**config.mk**
```make
export PLATFORM = sky130hd
export DESIGN_NAME = lcd_timing
export DESIGN_NICKNAME = d
export VERILOG_FILES = /design/src/rtl/lcd_timing.sv
export SDC_FILE = /design/constraint.sdc
export NUM_CORES = 1
export LEC_CHECK = 0
export BUFFER_PORTS_ARGS = -buffer_cell sky130_fd_sc_hd__buf_2
export CORE_UTILIZATION = 45
export DETAILED_ROUTE_END_ITERATION = 8
export GPL_ROUTABILITY_DRIVEN = 0
export PLACE_DENSITY_LB_ADDON = 0.3
export SLEW_MARGIN = 20
export SYNTH_ARGS = -nofsm -noshare
export SYNTH_HDL_FRONTEND = slang
export SYNTH_SLANG_ARGS = --single-unit
```
**constraint.sdc**
```tcl
create_clock -name clk -period 3.2 [get_ports clk]
set_input_delay 0 -clock clk [delete_from_list [all_inputs] [get_ports clk]]
set_output_delay 0 -clock clk [all_outputs]
set_load 0.005 [all_outputs]
```
**src/rtl/lcd_timing.sv**
```systemverilog
// lcd_timing: scanline / frame timing generator for a 2-bit-per-pixel LCD.
// It paces a pixel source through OAM, transfer, hblank and vblank periods and
// produces the line counter, the LY compare and the vblank / stat interrupts.
module lcd_timing #(
    parameter int LINE_CLKS = 456,
    parameter int OAM_CLKS  = 80,
    parameter int H         = 160,
    parameter int V         = 144,
    parameter int LINES     = 154
) (
    input  logic       clk,
    input  logic       reset,
    input  logic       ce,
    input  logic       lcd_on,
    input  logic [1:0] pix_data,
    input  logic       pix_valid,
    output logic       pix_ready,
    output logic       lcd_clkena,
    output logic [1:0] lcd_data,
    output logic [1:0] mode,
    output logic [7:0] ly,
    input  logic [7:0] lyc,
    input  logic [3:0] stat_en,
    output logic       lyc_match,
    output logic       irq_vblank,
    output logic       irq_stat,
    output logic       underrun
);

    localparam int DOT_W = $clog2(LINE_CLKS);

    localparam logic [DOT_W-1:0] DOT_LAST = DOT_W'(LINE_CLKS - 1);
    localparam logic [DOT_W-1:0] OAM_LAST = DOT_W'(OAM_CLKS - 1);
    localparam logic [7:0]       X_LAST   = 8'(H - 1);
    localparam logic [7:0]       V_L      = 8'(V);
    localparam logic [7:0]       LY_LAST  = 8'(LINES - 1);

    localparam logic [1:0] MODE_HBLANK = 2'b00;
    localparam logic [1:0] MODE_VBLANK = 2'b01;
    localparam logic [1:0] MODE_OAM    = 2'b10;
    localparam logic [1:0] MODE_XFER   = 2'b11;

    typedef enum logic [2:0] {
        S_OFF,
        S_OAM,
        S_XFER,
        S_HBLANK,
        S_VBLANK
    } state_t;

    state_t           state;
    state_t           state_n;
    logic [DOT_W-1:0] dot;
    logic [DOT_W-1:0] dot_n;
    logic [7:0]       x;
    logic [7:0]       x_n;
    logic [7:0]       ly_n;
    logic [7:0]       ly_inc;
    logic [1:0]       mode_n;
    logic             line_end;
    logic             strobe_n;
    logic             vblank_n;
    logic             underrun_n;
    logic             lyc_n;
    logic             stat_n;
    logic             stat_q;

    // The pixel source may only hand over pixels while the line is in transfer.
    assign pix_ready = (state == S_XFER);

    // Next-state, counters and next-output decode; every output is registered from these.
    always_comb begin
        state_n    = state;
        mode_n     = mode;
        dot_n      = dot;
        ly_n       = ly;
        x_n        = x;
        strobe_n   = 1'b0;
        vblank_n   = 1'b0;
        underrun_n = 1'b0;
        line_end   = (dot == DOT_LAST);
        ly_inc     = (ly == LY_LAST) ? 8'd0 : ly + 8'd1;

        if (!lcd_on) begin
            // Display off wins over everything, independent of ce.
            state_n = S_OFF;
            mode_n  = MODE_HBLANK;
            dot_n   = '0;
            ly_n    = '0;
            x_n     = '0;
        end else if (ce) begin
            dot_n = line_end ? '0 : dot + DOT_W'(1);

            unique case (state)
                S_OFF: begin
                    // The wake-up ce only arms the first line; dot 0 is consumed by the next ce.
                    state_n = S_OAM;
                    mode_n  = MODE_OAM;
                    dot_n   = '0;
                    ly_n    = '0;
                    x_n     = '0;
                end
                S_OAM: begin
                    if (dot == OAM_LAST) begin
                        state_n = S_XFER;
                        mode_n  = MODE_XFER;
                    end
                end
                S_XFER: begin
                    if (pix_valid) begin
                        strobe_n = 1'b1;
                        if (x == X_LAST) begin
                            state_n = S_HBLANK;
                            mode_n  = MODE_HBLANK;
                            x_n     = '0;
                        end else begin
                            x_n = x + 8'd1;
                        end
                    end
                end
                S_HBLANK, S_VBLANK: begin
                end
                default: begin
                    state_n = S_OFF;
                    mode_n  = MODE_HBLANK;
                end
            endcase

            // Scanline boundary: any still-open transfer is abandoned and flagged.
            if (line_end && state != S_OFF) begin
                underrun_n = (state == S_XFER) && (state_n == S_XFER);
                dot_n      = '0;
                x_n        = '0;
                ly_n       = ly_inc;
                if (ly_inc < V_L) begin
                    state_n = S_OAM;
                    mode_n  = MODE_OAM;
                end else begin
                    state_n  = S_VBLANK;
                    mode_n   = MODE_VBLANK;
                    vblank_n = (state != S_VBLANK);
                end
            end
        end

        lyc_n  = (state_n != S_OFF) && (ly_n == lyc);
        stat_n = (stat_en[0] && (mode_n == MODE_HBLANK)) ||
                 (stat_en[1] && (mode_n == MODE_VBLANK)) ||
                 (stat_en[2] && (mode_n == MODE_OAM))    ||
                 (stat_en[3] && lyc_n);
    end

    // Register state, counters, pixel strobe and interrupt pulses.
    always_ff @(posedge clk or posedge reset) begin
        if (reset) begin
            state      <= S_OFF;
            mode       <= MODE_HBLANK;
            dot        <= '0;
            ly         <= '0;
            x          <= '0;
            lcd_clkena <= 1'b0;
            lcd_data   <= 2'b00;
            lyc_match  <= 1'b0;
            irq_vblank <= 1'b0;
            irq_stat   <= 1'b0;
            underrun   <= 1'b0;
            stat_q     <= 1'b0;
        end else begin
            state      <= state_n;
            mode       <= mode_n;
            dot        <= dot_n;
            ly         <= ly_n;
            x          <= x_n;
            lcd_clkena <= strobe_n;
            if (strobe_n) begin
                lcd_data <= pix_data;
            end
            lyc_match  <= lyc_n;
            irq_vblank <= vblank_n;
            irq_stat   <= stat_n && !stat_q;
            underrun   <= underrun_n;
            stat_q     <= stat_n;
        end
    end

endmodule

```
==> results of run 1 <==
metrics by stage:
stage	hold slack (ns)	util (%)	instances	setup WS [ns]	power, W
detailed placement	0.144	51.4	371	0.537	0.000598
global route	0.0883	53.8	382	0.359	0.000986
global placement	0.141	51.4	371	0.610	0.000597
finish	0.0610	53.8	382	0.500	0.000942
CTS	0.0691	53.8	382	0.485	0.000955
floorplan	0.105	-	274	0.697	0.000566
worst max-delay path by stage:
| stage | from | to | slack, ns | depth (start not counted) |
|---|---|---|---|---|
| 5_1_grt | dot[3] | irq_stat | 0.36 | 8 |
| 3_5_place_dp | dot[3] | irq_stat | 0.54 | 8 |
| 6_report | dot[3] | irq_stat | 0.50 | 8 |
| 2_1_floorplan | dot[3] | irq_stat | 0.70 | 8 |
| 3_3_place_gp | dot[3] | irq_stat | 0.61 | 8 |
| 4_1_cts | dot[3] | irq_stat | 0.48 | 8 |
layer usage:
layer	GRT usage, %	vias to the layer above	share of wire, %	wire length (um)
met5	0	-	0	0
met4	10.2	0	2.5	146
met3	3.23	13	6.2	363
met2	31.5	87	44	2550
met1	31.3	1034	48	2780
li1	-	1084	-	-
power by group through the flow:
| stage | registers, W | logic (W) | clock network [W] |
|---|---|---|---|
| after floorplan | 0.000498 | 0.0000679 | 0 |
| after global placement | 0.000500 | 0.0000970 | 0 |
| after detailed placement | 0.000500 | 0.0000974 | 0 |
| after CTS | 0.000491 | 0.000101 | 0.000363 |
| after global routing | 0.000492 | 0.000111 | 0.000383 |
| final | 0.000491 | 0.000100 | 0.000350 |
cells in the mapped netlist, drive strengths merged (3+ instances only):
cell	number	area share, %
xnor2	3	1.1
xor2	6	2.1
nand2	28	4.2
nand3	10	2.0
nor4	9	2.5
a2bb2oi	3	1.3
nor2	23	3.6
o31ai	4	1.2
nor3b	5	1.5
clkbuf	7	2.3
nand4	4	1.0
and3	10	2.6
inv	13	2.0
buf	5	1.7
or2	5	1.4
nor3	6	1.2
ha	4	2.0
a21oi	18	4.1
or3	8	2.2
dfrtp	38	38
o21ai	25	5.6
layout make-up:
type / count / share of cell area, %
multi-input combinational: 211 / 49.5
sequential: 38 / 34.0
timing repair buffer: 42 / 8.31
tap: 70 / 3.13
clock buffer: 6 / 2.95
inverter: 13 / 1.74
clock inverter: 2 / 0.447
sequential cells by signal (all words and copies together) (netlist names):
register,cells
dot,9
irq_stat,1
irq_vblank,1
lcd_clkena,1
lcd_data,2
ly,8
lyc_match,1
mode,2
stat_q,1
state,3
underrun,1
x,8
timing repair:
item                                    CTS  global route
endpoints found under the hold margin    40             0
setup buffers                             0             0
hold buffers                              3             0
endpoints found under the setup margin    0             0
gates resized for setup                   0             0
cells by family after synthesis:
| kind of cell | count (synthesis) | synth area share, % |
|---|---|---|
| buf+inv | 25 | 5.94 |
| compound gates | 73 | 21.0 |
| xor+xnor | 9 | 3.17 |
| fa+ha+maj | 4 | 2.02 |
| simple gates | 123 | 28.1 |
| mux | 2 | 1.51 |
| flops | 38 | 38.3 |
worst max-delay path, stage by stage (launching register included):
cell	delay [ns]
dfrtp_1	0.43
or4b_4	0.60
or3_4	0.44
or2_4	0.28
o2bb2ai_4	0.16
xor2_1	0.09
nor4_2	0.30
nand4_1	0.15
a21oi_1	0.16
==> run_results.csv, run 1 <==
group,metric,value,unit
outcome,status,"completed",
die,num_io_pins,37,
sta,finalCriticalPeriod,2.70,ns
setup_path,r2r_cells,8,
hold_path,whs_endpoint,"lcd_clkena",
hold_path,worstHoldStart,"pix_valid",
setup_path,r2r-start,"dot[3]",
setup_path,timing.rr.end,"irq_stat",
sta,fin_skew,0.0111,ns
power,p_per_area,336,nW/um^2
layout,design_area,2800,um^2
setup_path,crit_required,3.42,ns
clock_network,htree_levels,2,
setup_path,critPathCaptureType,"flip-flop",
sta,rsz0062_at_grt,"no",
global_route,first_global_vias,2048,
die,coreArea,5200,um^2
sta,setup_viol,0,
routing,wire_per_inst,15.3,um
die,die_h,76.3,um
synth,async_reset_ff_share,100,%
routing,totalWireLength,5830,um
synth,netlist_area,2480,um^2
layout,syn_to_final_growth,12.7,%
setup_path,crit_type,"flip-flop to flip-flop",
sta,finalHoldViolCount,0,
global_route,grt_first_pass_wirelength,9910,um
sta,slew_headroom,49.8,%
clock_network,cts_tree,"done",
flow_run,maxCapViolCount,0,
die,rows,26,
setup_path,startpoint_type,"flip-flop",
die,initial_core_util,47.7,%
power,pwr-share-comb,10.6,%
synth,yosysSeqAreaShare,38.3,%
synth,ys_ff_latch,38,
synth,syn-num-nets,297,
sta,fin_crit_sh,84.4,%
clock_network,cts.sinks,38,
routing,drt_iter0_markers,118,
routing,drc,0,
setup_path,cp.arrival,2.92,ns
placed_design,place.detailed.hpwl,4230,um
routing,dr.pass1.iters,5,
setup_path,path_max_fanout,6,
routing,vias,2218,
routing,vias_per_cell,5.81,
die,dieArea,5820,um^2
hold_path,min_path_cells,3,
global_route,grt_max_degree,39,
global_route,grt_usage,21.6,%
sta,tightest_slew,0.747,ns
placed_design,io_buffers,36,
global_route,antenna_found_initial,0,
clock_network,numCtsBuffers,5,
layout,multi_input_area,1390,um^2
power,max-vdd-ir-drop,0.228,mV
clock_network,root_buffer,"clkbuf_8",
die,die_width,76.3,um
global_route,grt_overflow,0,
sta,fin_setup_tns,0,ns
layout,nets,334,
power,p_int,0.000697,W
power,seq_power_share,52.1,%
layout,fillers,494,
layout,regArea,951,um^2
synth,synth_area_per_cell,9.06,um^2
setup_path,rrSetupSlack,0.50,ns
layout,layout_commonest_cell,"dfrtp_1",
clock_network,clk_pin_slew,0.08,ns
synth,syn_inst,274,
power,p_switching,0.000245,W
layout,drive_above_1_share,22.8,%
layout,diodes,0,
synth,synth_enable_flop_cells,0,
layout,final_cell_mix,"dfrtp_1, buf_2, nand2_1, o21ai_0, nor2_1",
clock_network,insertion_delay,0.30,ns
routing,ant_nets,0,
hold_path,hold_path.class,"input pin to flip-flop",
sta,max_freq,0.370,GHz
clock_network,clockBufferDepth,2,
synth,yosysUniqueCellTypes,70,
synth,synth-warning-count,0,
power,p_clk_share,37.2,%
power,p_leak,1.29,nW
power,swShare,26.0,%
placed_design,placed_area,2680,um^2
synth,ys.flop_type,"dfrtp_1",
sta,slew_viol_final,0,
Power figures use the tool's default switching activity.
==> run 2: changes to the inputs <==
==> constraint.sdc (replaced) <==
create_clock -name clk -period 2.2 [get_ports clk]
set_input_delay 0 -clock clk [delete_from_list [all_inputs] [get_ports clk]]
set_output_delay 0 -clock clk [all_outputs]
set_load 0.005 [all_outputs]
==> run 2 against run 1 <==
  * The run now ends with negative setup slack left
  * Final area increased by 19%
  * Utilization grew 10 points
  * Critical path depth is the same
  * Sequential share of layout area fell by 5.5 points
  * Power increased by 50%
  * Critical endpoint unchanged
==> run_results.csv, run 2 (synthesis results as in run 1) <==
group,metric,value,unit
layout,layout_commonest_cell,"buf_4",
routing,wire_per_inst,15.6,um
setup_path,crit_start,"dot[5]",
sta,fin_hold_ws,0.0632,ns
die,die_h,76.3,um
routing,totalWireLength,6850,um
global_route,grt_usage,24.2,%
sta,rsz0062_at_grt,"yes",
setup_path,crit_type,"flip-flop to flip-flop",
outcome,status,"finished, violations left",
sta,finalCriticalPeriod,2.53,ns
hold_path,min_path_cells,2,
routing,vias,2461,
hold_path,worstHoldStart,"lcd_on",
setup_path,path_max_fanout,5,
placed_design,placed_area,3090,um^2
flow_run,maxCapViolCount,0,
layout,design_area,3340,um^2
layout,final_cell_mix,"buf_4, dfrtp_1, buf_2, nand2_1",
layout,reg_top3,"dot x9, ly x8, x x8",
hold_path,whs_endpoint,"ly[0]",
setup_path,cp.arrival,2.76,ns
layout,largest_reg_flops,9,
global_route,antenna_found_initial,0,
sta,fin_skew,0.0106,ns
sta,worst_slack,-0.331,ns
die,dieArea,5820,um^2
setup_path,r2r_cells,8,
routing,drt_iter0_markers,141,
power,p_per_area,423,nW/um^2
layout,regMostFlops,"dot",
clock_network,cts.sinks,38,
sta,fin_crit_sh,115,%
setup_path,rrSetupSlack,-0.33,ns
global_route,grt_first_pass_wirelength,11200,um
setup_path,crit_chain,"or4b_4 > or3_4 > or2_4 > o2bb2ai_4 > xor2_1 > nor4_2 > nand4_1 > a21oi_1",
clock_network,clockBufferDepth,2,
clock_network,htree_levels,2,
layout,nets,390,
routing,ant_nets,0,
die,coreArea,5200,um^2
routing,drc,0,
clock_network,numCtsBuffers,5,
sta,slew_viol_final,0,
sta,max_freq,0.395,GHz
power,p_total,0.00141,W
layout,diodes,0,
clock_network,cts_tree,"done",
setup_path,timing.rr.end,"irq_stat",
die,rows,26,
setup_path,critPathCaptureType,"flip-flop",
setup_path,r2r-start,"dot[5]",
routing,vias_per_cell,5.62,
outcome,violations,"negative setup slack",
die,num_io_pins,37,
power,max-vdd-ir-drop,0.263,mV
power,p_leak,1.59,nW
die,die_width,76.3,um
clock_network,root_buffer,"clkbuf_8",
sta,finalHoldViolCount,0,
sta,fin_setup_tns,-0.845,ns
sta,slew_headroom,67.5,%
layout,drive_above_1_share,38.3,%
global_route,first_global_vias,2385,
global_route,grt_overflow,0,
clock_network,insertion_delay,0.30,ns
sta,setup_viol,3,
setup_path,critPathSlowestCell,"or4b_4",
placed_design,place.detailed.hpwl,5150,um
die,initial_core_util,47.7,%
placed_design,place_ws,-0.336,ns
hold_path,hold_path.class,"input pin to flip-flop",
global_route,grt_max_degree,39,
setup_path,crit_required,2.43,ns
clock_network,clk_pin_slew,0.08,ns
placed_design,io_buffers,36,
routing,dr.pass1.iters,5,
setup_path,worst_path_largest_cell_delay,0.58,ns
sta,tightest_slew,0.487,ns
setup_path,startpoint_type,"flip-flop",
layout,syn_to_final_growth,34.5,%
layout,fillers,435,
## run 2: final cells by class
cell class | count | area [um^2] | share of cell area (%)
flip-flops and latches | 38 | 951 | 28.5
inverters | 13 | 48.8 | 1.46
multi-input cells | 211 | 1480 | 44.4
clock buffers | 6 | 82.6 | 2.47
clock inverters | 2 | 12.5 | 0.375
repair buffers | 98 | 673 | 20.2
well taps | 70 | 87.6 | 2.62
## run 2: what timing repair did
action,CTS,global route
endpoints found under the setup margin,7,12
hold buffers,3,0
endpoints found under the hold margin,40,0
pin swaps,2,7
buffers inserted,1,2
gates resized for setup,5,18
## run 2: metal layers
metal	share of wire, %	track usage, %	vias to the layer above
met1	48	33.4	1201
met4	1.4	7.31	0
met5	0	0	-
met3	4.0	4.43	10
met2	47	38.4	62
li1	-	-	1188
## run 2: worst max path at each step
stage	endpoint	slack, ns	depth (start not counted)
floorplan	irq_stat	-0.25	8
global placement	irq_stat	-0.29	8
CTS	irq_stat	-0.33	8
finish	irq_stat	-0.33	8
detailed placement	irq_stat	-0.34	8
global route	irq_stat	-0.50	10
## run 2: where the power goes
group          internal (W)  switching [W]
clock              0.000252       0.000262
combinational     0.0000794       0.000104
sequential         0.000706     0.00000735
## run 2: worst max-delay path, delay by kind of cell (launching register included)
family,cells,cell delay [ns]
and+or+nand+nor,5,1.71
DFF,1,0.38
AOI/OAI and AO/OA,2,0.28
xor gates and xnor gates,1,0.09
## run 2: stage by stage
step / util [%] / instances
6_report: 64.2 / 438
2_1_floorplan: - / 274
5_1_grt: 64.2 / 438
3_5_place_dp: 59.3 / 424
3_3_place_gp: 59.3 / 424
4_1_cts: 62.1 / 436
